File: src/rtl/lcd_pkg.sv
// Shared constants, state encodings and the init command table for the
// HD44780-compatible text driver and its bus writer.
package lcd_pkg;

  localparam logic [7:0] FUNC_8BIT_2L = 8'h38;
  localparam logic [7:0] DISP_OFF     = 8'h08;
  localparam logic [7:0] CLEAR        = 8'h01;
  localparam logic [7:0] ENTRY_INC    = 8'h06;
  localparam logic [7:0] DISP_ON      = 8'h0C;
  localparam logic [7:0] SET_DDRAM    = 8'h80;

  // DDRAM base address of each display row, indexed by row number
  localparam logic [3:0][7:0] ROW_BASE = {8'h54, 8'h14, 8'h40, 8'h00};

  localparam int INIT_LEN  = 8;
  localparam int CLEAR_IDX = 5;

  typedef enum logic [2:0] {
    PWRUP,
    INIT,
    CLR_WAIT,
    IDLE,
    ADDR,
    CHAR
  } lcd_state_t;

  typedef enum logic [1:0] {
    PH_READY,
    PH_SETUP,
    PH_STROBE
  } wr_phase_t;

  function automatic logic [7:0] init_cmd(input logic [2:0] idx);
    case (idx)
      3'd0, 3'd1, 3'd2, 3'd3: init_cmd = FUNC_8BIT_2L;
      3'd4:                   init_cmd = DISP_OFF;
      3'd5:                   init_cmd = CLEAR;
      3'd6:                   init_cmd = ENTRY_INC;
      default:                init_cmd = DISP_ON;
    endcase
  endfunction

endpackage

File: src/rtl/lcd_bus_writer.sv
// Bus-tick prescaler plus the three-tick EN write cycle; accepts one byte
// per start/done handshake and holds the bus between writes.
module lcd_bus_writer
  import lcd_pkg::*;
#(
  parameter int TICK_DIV = 125000
) (
  input  logic       clk,
  input  logic       rst_n,
  input  logic       start,
  input  logic [7:0] data,
  input  logic       rs,
  output logic       tick,
  output logic       done,
  output logic       lcd_en,
  output logic       lcd_rs,
  output logic [7:0] lcd_data
);

  localparam int CNT_W = (TICK_DIV > 1) ? $clog2(TICK_DIV) : 1;

  logic [CNT_W-1:0] cnt_q;
  wr_phase_t        phase_q, phase_d;
  logic             en_d, rs_d;
  logic [7:0]       data_d;

  assign tick = (cnt_q == CNT_W'(TICK_DIV - 1));

  always_ff @(posedge clk or negedge rst_n) begin
    if (!rst_n) begin
      cnt_q <= '0;
    end else if (tick) begin
      cnt_q <= '0;
    end else begin
      cnt_q <= cnt_q + CNT_W'(1);
    end
  end

  // T0 latches RS/data with EN low, T1 raises EN, T2 drops EN and reports done
  always_comb begin
    phase_d = phase_q;
    en_d    = lcd_en;
    rs_d    = lcd_rs;
    data_d  = lcd_data;
    done    = 1'b0;
    if (tick) begin
      case (phase_q)
        PH_READY: begin
          if (start) begin
            rs_d    = rs;
            data_d  = data;
            en_d    = 1'b0;
            phase_d = PH_SETUP;
          end
        end
        PH_SETUP: begin
          en_d    = 1'b1;
          phase_d = PH_STROBE;
        end
        PH_STROBE: begin
          en_d    = 1'b0;
          done    = 1'b1;
          phase_d = PH_READY;
        end
        default: phase_d = PH_READY;
      endcase
    end
  end

  always_ff @(posedge clk or negedge rst_n) begin
    if (!rst_n) begin
      phase_q  <= PH_READY;
      lcd_en   <= 1'b0;
      lcd_rs   <= 1'b0;
      lcd_data <= 8'h00;
    end else begin
      phase_q  <= phase_d;
      lcd_en   <= en_d;
      lcd_rs   <= rs_d;
      lcd_data <= data_d;
    end
  end

endmodule

File: src/rtl/lcd_text_driver.sv
// HD44780 text driver: power-up init, then full-frame writes of a
// ROWS x COLS snapshot on request (or continuously with AUTO_REFRESH).
module lcd_text_driver
  import lcd_pkg::*;
#(
  parameter int ROWS         = 2,
  parameter int COLS         = 16,
  parameter int TICK_DIV     = 125000,
  parameter int PWRUP_TICKS  = 20,
  parameter int CLEAR_TICKS  = 2,
  parameter int AUTO_REFRESH = 0
) (
  input  logic                   clk,
  input  logic                   rst_n,
  input  logic [ROWS*COLS*8-1:0] line_data,
  input  logic                   update_req,
  output logic                   update_ack,
  output logic                   busy,
  input  logic                   backlight,
  inout  wire  [7:0]             LCD_DATA,
  output logic                   LCD_RW,
  output logic                   LCD_EN,
  output logic                   LCD_RS,
  output logic                   LCD_ON,
  output logic                   LCD_BLON
);

  localparam int NCHAR  = ROWS * COLS;
  localparam int COL_W  = (COLS > 1) ? $clog2(COLS) : 1;
  localparam int WAIT_W = 16;

  lcd_state_t          state_q, state_d;
  logic [1:0]          row_q, row_d;
  logic [COL_W-1:0]    col_q, col_d;
  logic [2:0]          idx_q, idx_d;
  logic [WAIT_W-1:0]   wait_q, wait_d;
  logic [NCHAR*8-1:0]  frame_q;
  logic                snap, ack_d;
  logic                wr_start, wr_rs, wr_done, tick;
  logic [7:0]          wr_byte, bus_data;

  lcd_bus_writer #(
    .TICK_DIV (TICK_DIV)
  ) u_writer (
    .clk      (clk),
    .rst_n    (rst_n),
    .start    (wr_start),
    .data     (wr_byte),
    .rs       (wr_rs),
    .tick     (tick),
    .done     (wr_done),
    .lcd_en   (LCD_EN),
    .lcd_rs   (LCD_RS),
    .lcd_data (bus_data)
  );

  assign LCD_DATA = bus_data;
  assign LCD_RW   = 1'b0;
  assign LCD_ON   = 1'b1;
  assign busy     = (state_q != IDLE) || (AUTO_REFRESH != 0);

  always_comb begin
    state_d  = state_q;
    row_d    = row_q;
    col_d    = col_q;
    idx_d    = idx_q;
    wait_d   = wait_q;
    snap     = 1'b0;
    ack_d    = 1'b0;
    wr_start = 1'b0;
    wr_rs    = 1'b0;
    wr_byte  = 8'h00;
    case (state_q)
      PWRUP: begin
        if (tick) begin
          if (int'(wait_q) + 1 >= PWRUP_TICKS) begin
            state_d = INIT;
            wait_d  = '0;
            idx_d   = 3'd0;
          end else begin
            wait_d = wait_q + WAIT_W'(1);
          end
        end
      end
      INIT: begin
        wr_start = 1'b1;
        wr_byte  = init_cmd(idx_q);
        if (wr_done) begin
          idx_d = idx_q + 3'd1;
          if (idx_q == 3'(CLEAR_IDX)) begin
            state_d = CLR_WAIT;
            wait_d  = '0;
          end else if (idx_q == 3'(INIT_LEN - 1)) begin
            state_d = IDLE;
          end
        end
      end
      CLR_WAIT: begin
        if (tick) begin
          if (int'(wait_q) + 1 >= CLEAR_TICKS) begin
            state_d = INIT;
            wait_d  = '0;
          end else begin
            wait_d = wait_q + WAIT_W'(1);
          end
        end
      end
      IDLE: begin
        if (AUTO_REFRESH != 0 || update_req) begin
          snap    = 1'b1;
          ack_d   = (AUTO_REFRESH == 0);
          row_d   = 2'd0;
          col_d   = '0;
          state_d = ADDR;
        end
      end
      ADDR: begin
        wr_start = 1'b1;
        wr_byte  = SET_DDRAM | ROW_BASE[row_q];
        if (wr_done) begin
          col_d   = '0;
          state_d = CHAR;
        end
      end
      CHAR: begin
        wr_start = 1'b1;
        wr_rs    = 1'b1;
        wr_byte  = frame_q[(NCHAR - 1 - (int'(row_q) * COLS + int'(col_q))) * 8 +: 8];
        if (wr_done) begin
          if (col_q == COL_W'(COLS - 1)) begin
            col_d = '0;
            if (row_q == 2'(ROWS - 1)) begin
              state_d = IDLE;
            end else begin
              row_d   = row_q + 2'd1;
              state_d = ADDR;
            end
          end else begin
            col_d = col_q + COL_W'(1);
          end
        end
      end
      default: state_d = PWRUP;
    endcase
  end

  always_ff @(posedge clk or negedge rst_n) begin
    if (!rst_n) begin
      state_q    <= PWRUP;
      row_q      <= 2'd0;
      col_q      <= '0;
      idx_q      <= 3'd0;
      wait_q     <= '0;
      update_ack <= 1'b0;
      LCD_BLON   <= 1'b0;
    end else begin
      state_q    <= state_d;
      row_q      <= row_d;
      col_q      <= col_d;
      idx_q      <= idx_d;
      wait_q     <= wait_d;
      update_ack <= ack_d;
      LCD_BLON   <= backlight;
    end
  end

  // Frame snapshot: later line_data changes never reach the frame in flight
  always_ff @(posedge clk) begin
    if (snap) begin
      frame_q <= line_data;
    end
  end

endmodule

File: config.mk
export PLATFORM = sky130hd
export DESIGN_NAME = lcd_text_driver
export DESIGN_NICKNAME = d
export VERILOG_FILES = /design/src/rtl/lcd_pkg.sv /design/src/rtl/lcd_bus_writer.sv /design/src/rtl/lcd_text_driver.sv
export SDC_FILE = /design/constraint.sdc
export NUM_CORES = 1
export LEC_CHECK = 0
export ABC_CLOCK_PERIOD_IN_PS = 10700
export CAP_MARGIN = 20
export CELL_PAD_IN_SITES_DETAIL_PLACEMENT = 0
export CELL_PAD_IN_SITES_GLOBAL_PLACEMENT = 2
export CORE_MARGIN = 5
export CORE_UTILIZATION = 30
export DETAILED_ROUTE_END_ITERATION = 12
export PLACE_DENSITY = 0.78
export SLEW_MARGIN = 20
export SYNTH_ARGS = -nofsm -noshare
export SYNTH_HDL_FRONTEND = slang
export SYNTH_SLANG_ARGS = --single-unit
File: constraint.sdc
create_clock -name clk -period 10.7 [get_ports clk]
set_input_delay 1.605 -clock clk [delete_from_list [all_inputs] [get_ports clk]]
set_output_delay 1.605 -clock clk [all_outputs]
set_load 0.01 [all_outputs]
After elaboration in Yosys (flattened, before gate mapping)

Index checks and enable logic that the tools add are counted.

Add/subtract/negate cells: 8
Order comparisons: 3
Equality and inequality tests: 31
Shifts and indexed selects: 1
Mux-type cells: 49
Reductions and logical operators: 18

Operator list:

| operator                                                            | count |
|---|---|
| indexed part select 256 x 11 -> 8 bit                               | 1 |
| 2-to-1 mux 16 bit                                                   | 6 |
| one-hot mux 16 bit (3 select lines)                                 | 1 |
| 2-to-1 mux 3 bit                                                    | 15 |
| greater-or-equal comparator 32 x 6 -> 1 bit (second input constant) | 1 |
| one-hot mux 6 bit (4 select lines)                                  | 1 |
| one-hot mux 8 bit (3 select lines)                                  | 1 |
| == test 3 bit (second input constant)                               | 6 |
| one-hot mux 3 bit (6 select lines)                                  | 1 |
| adder 16 x 1 -> 17 bit (second input constant)                      | 1 |
| adder 17 x 1 -> 17 bit (second input constant)                      | 1 |
| == test 17 bit (second input constant)                              | 1 |
| greater-or-equal comparator 17 x 2 -> 1 bit (second input constant) | 1 |
| 2-to-1 mux 17 bit                                                   | 1 |
| adder 16 x 1 -> 16 bit (second input constant)                      | 1 |
| binary-select mux 8 bit (select 2 bit)                              | 1 |
| 2-to-1 mux 4 bit                                                    | 4 |
| inequality test 2 bit (second input constant)                       | 8 |
| == test 3 x 2 -> 1 bit (second input constant)                      | 4 |
| one-hot mux 4 bit (3 select lines)                                  | 1 |
| 2-to-1 mux 2 bit                                                    | 5 |
| AND reduction 10 bit                                                | 1 |
| AND reduction 5 bit                                                 | 2 |
| nonzero test 3 bit                                                  | 3 |
| 26 further kinds                                                    | 42 |

Register bits: 315
Bits of input ports: 260
Output and inout port bits: 15

Longest topological paths before layout

Gate-level depths: netlist of run 1.

Depth in word-level cells: 5
Mapped depth: 12

By module

Synthesis of run 1 repeated with hierarchy kept, for this count alone.

Cells, all modules: 792
Area total of the unflattened synthesis: 13,302.8 um2

By module, submodules not included:

| module          | instances | cells an instance | area an instance (um2) | sequential area each (um2) |
|---|---|---|---|---|
| lcd_text_driver | 1         | 683               | 11,949.0               | 8,438.1 |
| lcd_bus_writer  | 1         | 109               | 1,353.8                | 725.7 |

Worst setup path after synthesis of run 1

OpenSTA, ideal clock, no wires.

Path kind: input to register
From: input update_req
To: register update_ack
Library setup time: 662 ps
Arrival time: 6,690 ps
Data required time: 10,038 ps
Slack: 3,348 ps
Stages: 2
Buffers on the path: 0
Path through: nand3_1 inv_1

Cells in the longest elaborated chain, start to end: 2

RTL lines:

| item                   | line                   | RTL |
|---|---|---|
| start: declaration     | lcd_text_driver.sv:16  | `input logic update_req,` |
| 2-to-1 mux 1 bit       | lcd_text_driver.sv:109 | `if (AUTO_REFRESH != 0 \|\| update_req) begin` |
| 2-to-1 mux 1 bit       | lcd_text_driver.sv:73  | `case (state_q)` |
| named net ack_d        | lcd_text_driver.sv:38  | `logic snap, ack_d;` |
| end signal: assignment | lcd_text_driver.sv:162 | `update_ack <= ack_d;` |
| end: declaration       | lcd_text_driver.sv:17  | `output logic update_ack,` |

The timed path passes the listed nets, and every way through them passes these cells.
A chain may end at the register's enable or synchronous reset.

Worst setup path after layout of run 1

From: register col_q[1]
To: register u_writer.lcd_data[7], in the netlist LCD_DATA[7]

Cells in the longest elaborated chain, start to end: 4

RTL lines:

| item                                  | line                   | RTL |
|---|---|---|
| start: declaration                    | lcd_text_driver.sv:34  | `logic [COL_W-1:0] col_q, col_d;` |
| start signal: assignment              | lcd_text_driver.sv:159 | `col_q <= col_d;` |
| adder 6 x 4 -> 7 bit                  | lcd_text_driver.sv:128 | `wr_byte = frame_q[(NCHAR - 1 - (int'(row_q) * COLS + int'(col_q))) * 8 +: 8];` |
| subtractor 5 x 7 -> 8 bit             | lcd_text_driver.sv:128 |  |
| indexed part select 256 x 11 -> 8 bit | lcd_text_driver.sv:128 |  |
| one-hot mux 8 bit (3 select lines)    | lcd_text_driver.sv:73  |  |
| end signal: assignment                | lcd_bus_writer.sv:80   | `lcd_data <= data_d;` |
| end: declaration                      | lcd_bus_writer.sv:17   | `output logic [7:0] lcd_data` |

Every way passes these cells.

==> impl_metrics.env, run 1 <==
export IMPL_die_x_um=220
export IMPL_drive_above_1_share_pct=14.0
export IMPL_h_tree_depth=2
export IMPL_async_flop_share_pct=18.7
export IMPL_reg2regPathDepth=10
export IMPL_fin_worst_skew_ps=17.0
export IMPL_pre_cts_slack_ps=5950
export IMPL_rsz0062_at_grt="no"
export IMPL_finalHoldViolations=0
export IMPL_post_route_period_util_pct=39.9
export IMPL_areaGrowthSynthToFinish_pct=33.1
export IMPL_wirelength_um=33000
export IMPL_synth_most_common_cell="edfxtp_1"
export IMPL_gp_congestion=0.798
export IMPL_fin_util_pct=40.6
export IMPL_vdd_drop_max_v=0.000139
export IMPL_critPathKind="register to register"
export IMPL_nFillCells=3949
export IMPL_grt_pass1_vias=8277
export IMPL_grt_usage_pct=13.5
export IMPL_setup_violations=0
export IMPL_max_slew_margin_pct=41.2
export IMPL_required_ps=11150
export IMPL_syn_inst=771
export IMPL_cts_setup_buffers=0
export IMPL_power_density_nw_per_um2=147
export IMPL_cts_hold_buffers=0
export IMPL_dieArea_um2=48300
export IMPL_min_path_type="register to register"
export IMPL_synth_distinct_cells=68
export IMPL_cts_tree="done"
export IMPL_fin_ws_ps=6430
export IMPL_synth_top_area_cell="edfxtp_1"
export IMPL_route_detailed_drc=0
export IMPL_fmax_mhz=234
export IMPL_synth_ff_type="edfxtp_1"
export IMPL_ys_ff_latch=315
export IMPL_synth_yosys_seq_area_share_pct=69.4
export IMPL_path_max_fanout=43
export IMPL_worstSetupStartpointType="register"
export IMPL_rows=76
export IMPL_port_buffers=264
export IMPL_grt_max_degree=163
export IMPL_synth_area_per_cell_um2=17.1
export IMPL_drtIter0Drc=500
export IMPL_post_cts_resized=0
export IMPL_vias_per_cell=4.61
export IMPL_core_area_um2=43300
export IMPL_maxSlewViolCount=0
export IMPL_grt_first_pass_wirelength_um=49500
export IMPL_syn_cell_area_um2=13200
export IMPL_tightest_slew_ps=882
export IMPL_syn_nets=1048
export IMPL_synthTopCellsByArea="edfxtp_1 58%, dfrtp_1 11%, mux4_2 11%"
export IMPL_via_count=7655
export IMPL_gr_total_overflow=0
export IMPL_min_path_cells=1
export IMPL_synth_edff_count=256
export IMPL_arrival_ps=4720
export IMPL_p_leak_uw=0.00599
export IMPL_synthTopCellsByCount="256 x edfxtp_1, 62 x mux4_2, 59 x dfrtp_1"
export IMPL_die_y_um=220
export IMPL_cts_sinks=315
export IMPL_endpoint_kind="register"
export IMPL_antenna_left=0
export IMPL_io_pins=275
export IMPL_antenna_found_initial=5
export IMPL_start_util_pct=30.5
export IMPL_tns_ps=0
export IMPL_numCtsBuffers=36
export IMPL_clk_path_buf_depth=3
export IMPL_wire_per_inst_um=19.9
export IMPL_cap_viol_max_count=0
export IMPL_period_needed_ps=4270
export IMPL_hpwl_um=24200
export IMPL_cts_root_buffer="clkbuf_16"
export IMPL_clkTransAtPathRegs_ps=60
export IMPL_synth_top_area_share_pct=58.2
export IMPL_firstDrtPassIters=5
export IMPL_yosysWarnings=0
export IMPL_final_nets=1322
export IMPL_worst_skew_pair_late_latency_ps=520
export IMPL_status="complete, no violations"
## cell usage in the layout, fill, tap and decap left out, drive strengths merged, types with 6 or more instances in the layout
cell type and instances:
a211oi 6, a21oi 11, a221o 6, and2 20, and3 8, buf 7
clkbuf 44, clkdlybuf4s50 263, clkinv 15, dfrtp 59, edfxtp 256, ha 17
inv 15, mux2 13, mux2i 26, mux4 62, nand2 40, nand3 32
nand4 6, nor2 33, nor3 12, o21ai 24, o22ai 8, xnor2 6
xor2 12
## report_power, final
part           internal [uW]  switching, uW
logic                   82.7           24.5
clock network            670            476
registers               1330           3.87
## routing by layer
| layer | GRT usage [%] | share of wire, % | up-vias |
|---|---|---|---|
| li1 | - | - | 3594 |
| met5 | 0 | 0.10 | - |
| met1 | 17.2 | 41 | 3789 |
| met2 | 22.4 | 50 | 225 |
| met3 | 4.31 | 7.3 | 41 |
| met4 | 3.54 | 1.8 | 6 |
## area by class of cell
class                   count  area (um^2)  share of cell area [%]
diodes                      3         7.51                  0.0427
clock inverters            20          168                   0.954
inverters                  15         63.8                   0.363
well taps                 585          732                    4.16
clock buffers              44          931                    5.30
multi-input cells         407         3780                    21.5
repair buffers            270         2730                    15.5
flip-flops and latches    315         9170                    52.2
## worst max-delay path, cell delays in order, from the launching register on
cell and delay, ps:
dfrtp_2 330, buf_4 470, inv_1 520, ha_2 1060, a21o_1 220, a21oi_1 90, xnor2_2 650, a211oi_1 90
a2111oi_0 490, a211oi_1 90, a21oi_1 150
## metrics by stage
stage               hold slack (ps)  total power (uW)  area, um^2  cells
floorplan                       447              1360       13200    771
global placement                469              1470       16400   1590
detailed placement              470              1470       16400   1590
CTS                             477              2620       17500   1654
global route                    514              2680       17600   1657
finish                          475              2580       17600   1659
## kinds of logic (layout without fill, tap and decap cells)
kind of cell / count (synthesis) / count (layout) / synth area share [%]
muxes: 101 / 101 / 13.7
xor gates and xnor gates: 18 / 18 / 1.19
AOI/OAI and AO/OA: 89 / 89 / 4.80
buffers and inverters: 49 / 349 / 2.03
adders and majority gates: 17 / 17 / 1.61
other: 2 / 5 / 0.0569
and+or+nand+nor: 180 / 180 / 7.24
DFF: 315 / 315 / 69.4
## path summary, 6_finish.rpt
check                      slack [ps]         startpoint           endpoint
max                              6430           col_q[1]        LCD_DATA[7]
min                               470  u_writer.cnt_q[0]  u_writer.cnt_q[0]
max reg2reg                      6430           col_q[1]        LCD_DATA[7]
min reg2reg                       470  u_writer.cnt_q[0]  u_writer.cnt_q[0]
max in group asynchronous        8810              rst_n           col_q[0]
min in group asynchronous        1260              rst_n  u_writer.cnt_q[7]
## state kept, by name, indices dropped and copies added, names as in the netlist, 2 cells and up
name / count
col_q: 4
wait_q: 16
u_writer.phase_q: 2
idx_q: 3
frame_q: 256
LCD_DATA: 8
state_q: 3
u_writer.cnt_q: 17
row_q: 2
(Power assumes the default switching activity.)
==> inputs of run 2 (changes only) <==
ABC_CLOCK_PERIOD_IN_PS = 3900   (was 10700)
PLACE_DENSITY = 0.8   (was 0.78)
clock period = 3.9 ns   (was 10.7 ns; I/O delays follow)
==> run 2 against run 1 <==
Net effect:
- non-clock buffer count rose by 11
- combinational power grew to 2.8 times the previous value
- register-to-register slack got worse by 5400 ps
- largest power group unchanged
- critical path type unchanged
- routed wire length is essentially flat
- flip-flop and latch count unchanged
- sequential power grew to 2.7 times the previous value
- highest routed layer unchanged
- worst setup slack got worse by 5400 ps
- die area did not move
- clock skew down 1.4 ps
- global-route usage grew 0.066 points
- fmax grew 46%
==> impl_metrics.env, run 2 (synthesized netlist as in run 1, its figures left out) <==
export IMPL_grt_max_degree=50
export IMPL_drtIter0Drc=483
export IMPL_grt_pass1_vias=8469
export IMPL_final_nets=1332
export IMPL_totalPowerFinal_uw=7090
export IMPL_numCtsBuffers=35
export IMPL_endpoint_kind="register"
export IMPL_fmax_mhz=343
export IMPL_h_tree_depth=2
export IMPL_fin_util_pct=40.9
export IMPL_wire_per_inst_um=19.8
export IMPL_status="complete, no violations"
export IMPL_internal_power_uw=5710
export IMPL_cts_hold_buffers=0
export IMPL_worstSetupStartpointType="register"
export IMPL_sw_frac_of_total_pct=19.4
export IMPL_grt_first_pass_wirelength_um=50100
export IMPL_hpwl_um=24900
export IMPL_tightest_slew_ps=856
export IMPL_final_cells=1670
export IMPL_use_met1_pct=17.1
export IMPL_met2_usage_pct=22.4
export IMPL_power_frac_comb_pct=4.2
export IMPL_final_cell_mix="263 x clkdlybuf4s50_1, 256 x edfxtp_1, 62 x mux4_2"
export IMPL_period_needed_ps=2920
export IMPL_finalHoldViolations=0
export IMPL_cts_root_buffer="clkbuf_16"
export IMPL_firstDrtPassIters=4
export IMPL_timing_hold_ws_ps=181
export IMPL_cts_sinks=315
export IMPL_grt_usage_pct=13.6
export IMPL_top_usage_layer="met2"
export IMPL_fin_worst_skew_ps=15.6
export IMPL_worst_skew_pair_late_latency_ps=510
export IMPL_max_slew_margin_pct=42.9
export IMPL_path_cells="ha_2 -> buf_4 -> nand2b_1 -> o22ai_1 -> a221o_1 -> mux4_2 -> nor2_1 -> a211oi_1 -> nor2_1"
export IMPL_cts_setup_buffers=0
export IMPL_critPathSlowestCell="ha_2"
export IMPL_reg_largest_list="frame_q (256), u_writer.cnt_q (17), wait_q (16)"
export IMPL_worst_path_most_repeated_cell="nor2_1"
export IMPL_core_area_um2=43300
export IMPL_dp_cells=1603
export IMPL_route_detailed_drc=0
export IMPL_post_cts_resized=0
export IMPL_clk_path_buf_depth=3
export IMPL_final_common_cell="clkdlybuf4s50_1"
export IMPL_antenna_left=0
export IMPL_required_ps=4350
export IMPL_regMostFlops="frame_q"
export IMPL_vdd_drop_max_v=0.000268
export IMPL_p_clk_share_pct=44.3
export IMPL_clkTransAtPathRegs_ps=60
export IMPL_largest_reg_flops=256
export IMPL_post_route_period_util_pct=74.8
export IMPL_seqPwrFrac_pct=51.5
export IMPL_p_leak_uw=0.00605
export IMPL_antenna_found_initial=7
export IMPL_wirelength_um=33000
export IMPL_grtUsageMet3_pct=4.23
export IMPL_via_count=7800
export IMPL_rsz0062_at_grt="no"
export IMPL_path_max_fanout=23
export IMPL_cap_viol_max_count=0
export IMPL_gp_congestion=0.782
export IMPL_start_util_pct=30.5
export IMPL_dieArea_um2=48300
export IMPL_io_pins=275
export IMPL_vias_per_cell=4.67
export IMPL_critPathKind="register to register"
export IMPL_cts_tree="done"
export IMPL_gr_total_overflow=0
export IMPL_die_x_um=220
export IMPL_cp_slowest_stage_delay_ps=570
export IMPL_arrival_ps=3360
export IMPL_drive_above_1_share_pct=15.3
export IMPL_maxSlewViolCount=0
export IMPL_setup_violations=0
export IMPL_areaGrowthSynthToFinish_pct=34.0
export IMPL_power_density_nw_per_um2=401
export IMPL_die_y_um=220
export IMPL_p_sw_uw=1380
export IMPL_port_buffers=264
export IMPL_rows=76
export IMPL_min_path_type="input pin to asynchronous set/reset pin"
==> run 2: routing by layer <==
metal / wire, um / vias to the layer above
met3: 2330 / 53
met2: 16700 / 226
met1: 13200 / 3893
met4: 692 / 6
met5: 46 / -
li1: - / 3622
==> run 2: path summary, 6_finish.rpt <==
| kind | startpoint | end | slack (ps) | depth (start not counted) |
|---|---|---|---|---|
| worst min-delay path | rst_n | u_writer.cnt_q[10] | 180 | 1 |
| worst max-delay path | col_q[2] | LCD_DATA[4] | 980 | 9 |
| min in group clk | LCD_DATA[1] | LCD_DATA[1] | 210 | 2 |
| max in group asynchronous | rst_n | LCD_DATA[3] | 2810 | 2 |
| worst max register to register | col_q[2] | LCD_DATA[4] | 980 | 9 |
| worst min register to register | u_writer.cnt_q[0] | u_writer.cnt_q[0] | 480 | 1 |
==> run 2: cell type report <==
class	count	area (um^2)
timing repair buffer	281	2830
inverter	15	60.1
clock buffer	37	883
tap	585	732
multi-input combinational	407	3800
clock inverter	25	205
fill	3919	25600
sequential	315	9170
antenna	5	12.5
==> run 2: stage by stage <==
stage | setup WS (ps) | setup TNS, ps | instance area, um^2
after detailed placement | 972 | 0 | 16600
final | 981 | 0 | 17700
after global routing | 751 | 0 | 17700
after CTS | 954 | 0 | 17700
after global placement | 1060 | 0 | 16600
after floorplan | -994 | -255280 | 13200
==> run 2: critical path: cells and delay by family (launching register included) <==
kind / cells / cell delay, ps
adders and majority gates: 1 / 570
and+or+nand+nor: 3 / 510
muxes: 1 / 460
buffers and inverters: 1 / 400
AOI/OAI and AO/OA: 3 / 440
DFF: 1 / 450
==> run 2: power groups by stage <==
stage | Combinational, uW | Clock [uW] | Sequential, uW
2_1_floorplan | 3.67 | 0 | 3720
3_3_place_gp | 296 | 0 | 3720
3_5_place_dp | 299 | 0 | 3720
4_1_cts | 300 | 3230 | 3650
5_1_grt | 313 | 3380 | 3650
6_report | 295 | 3140 | 3650
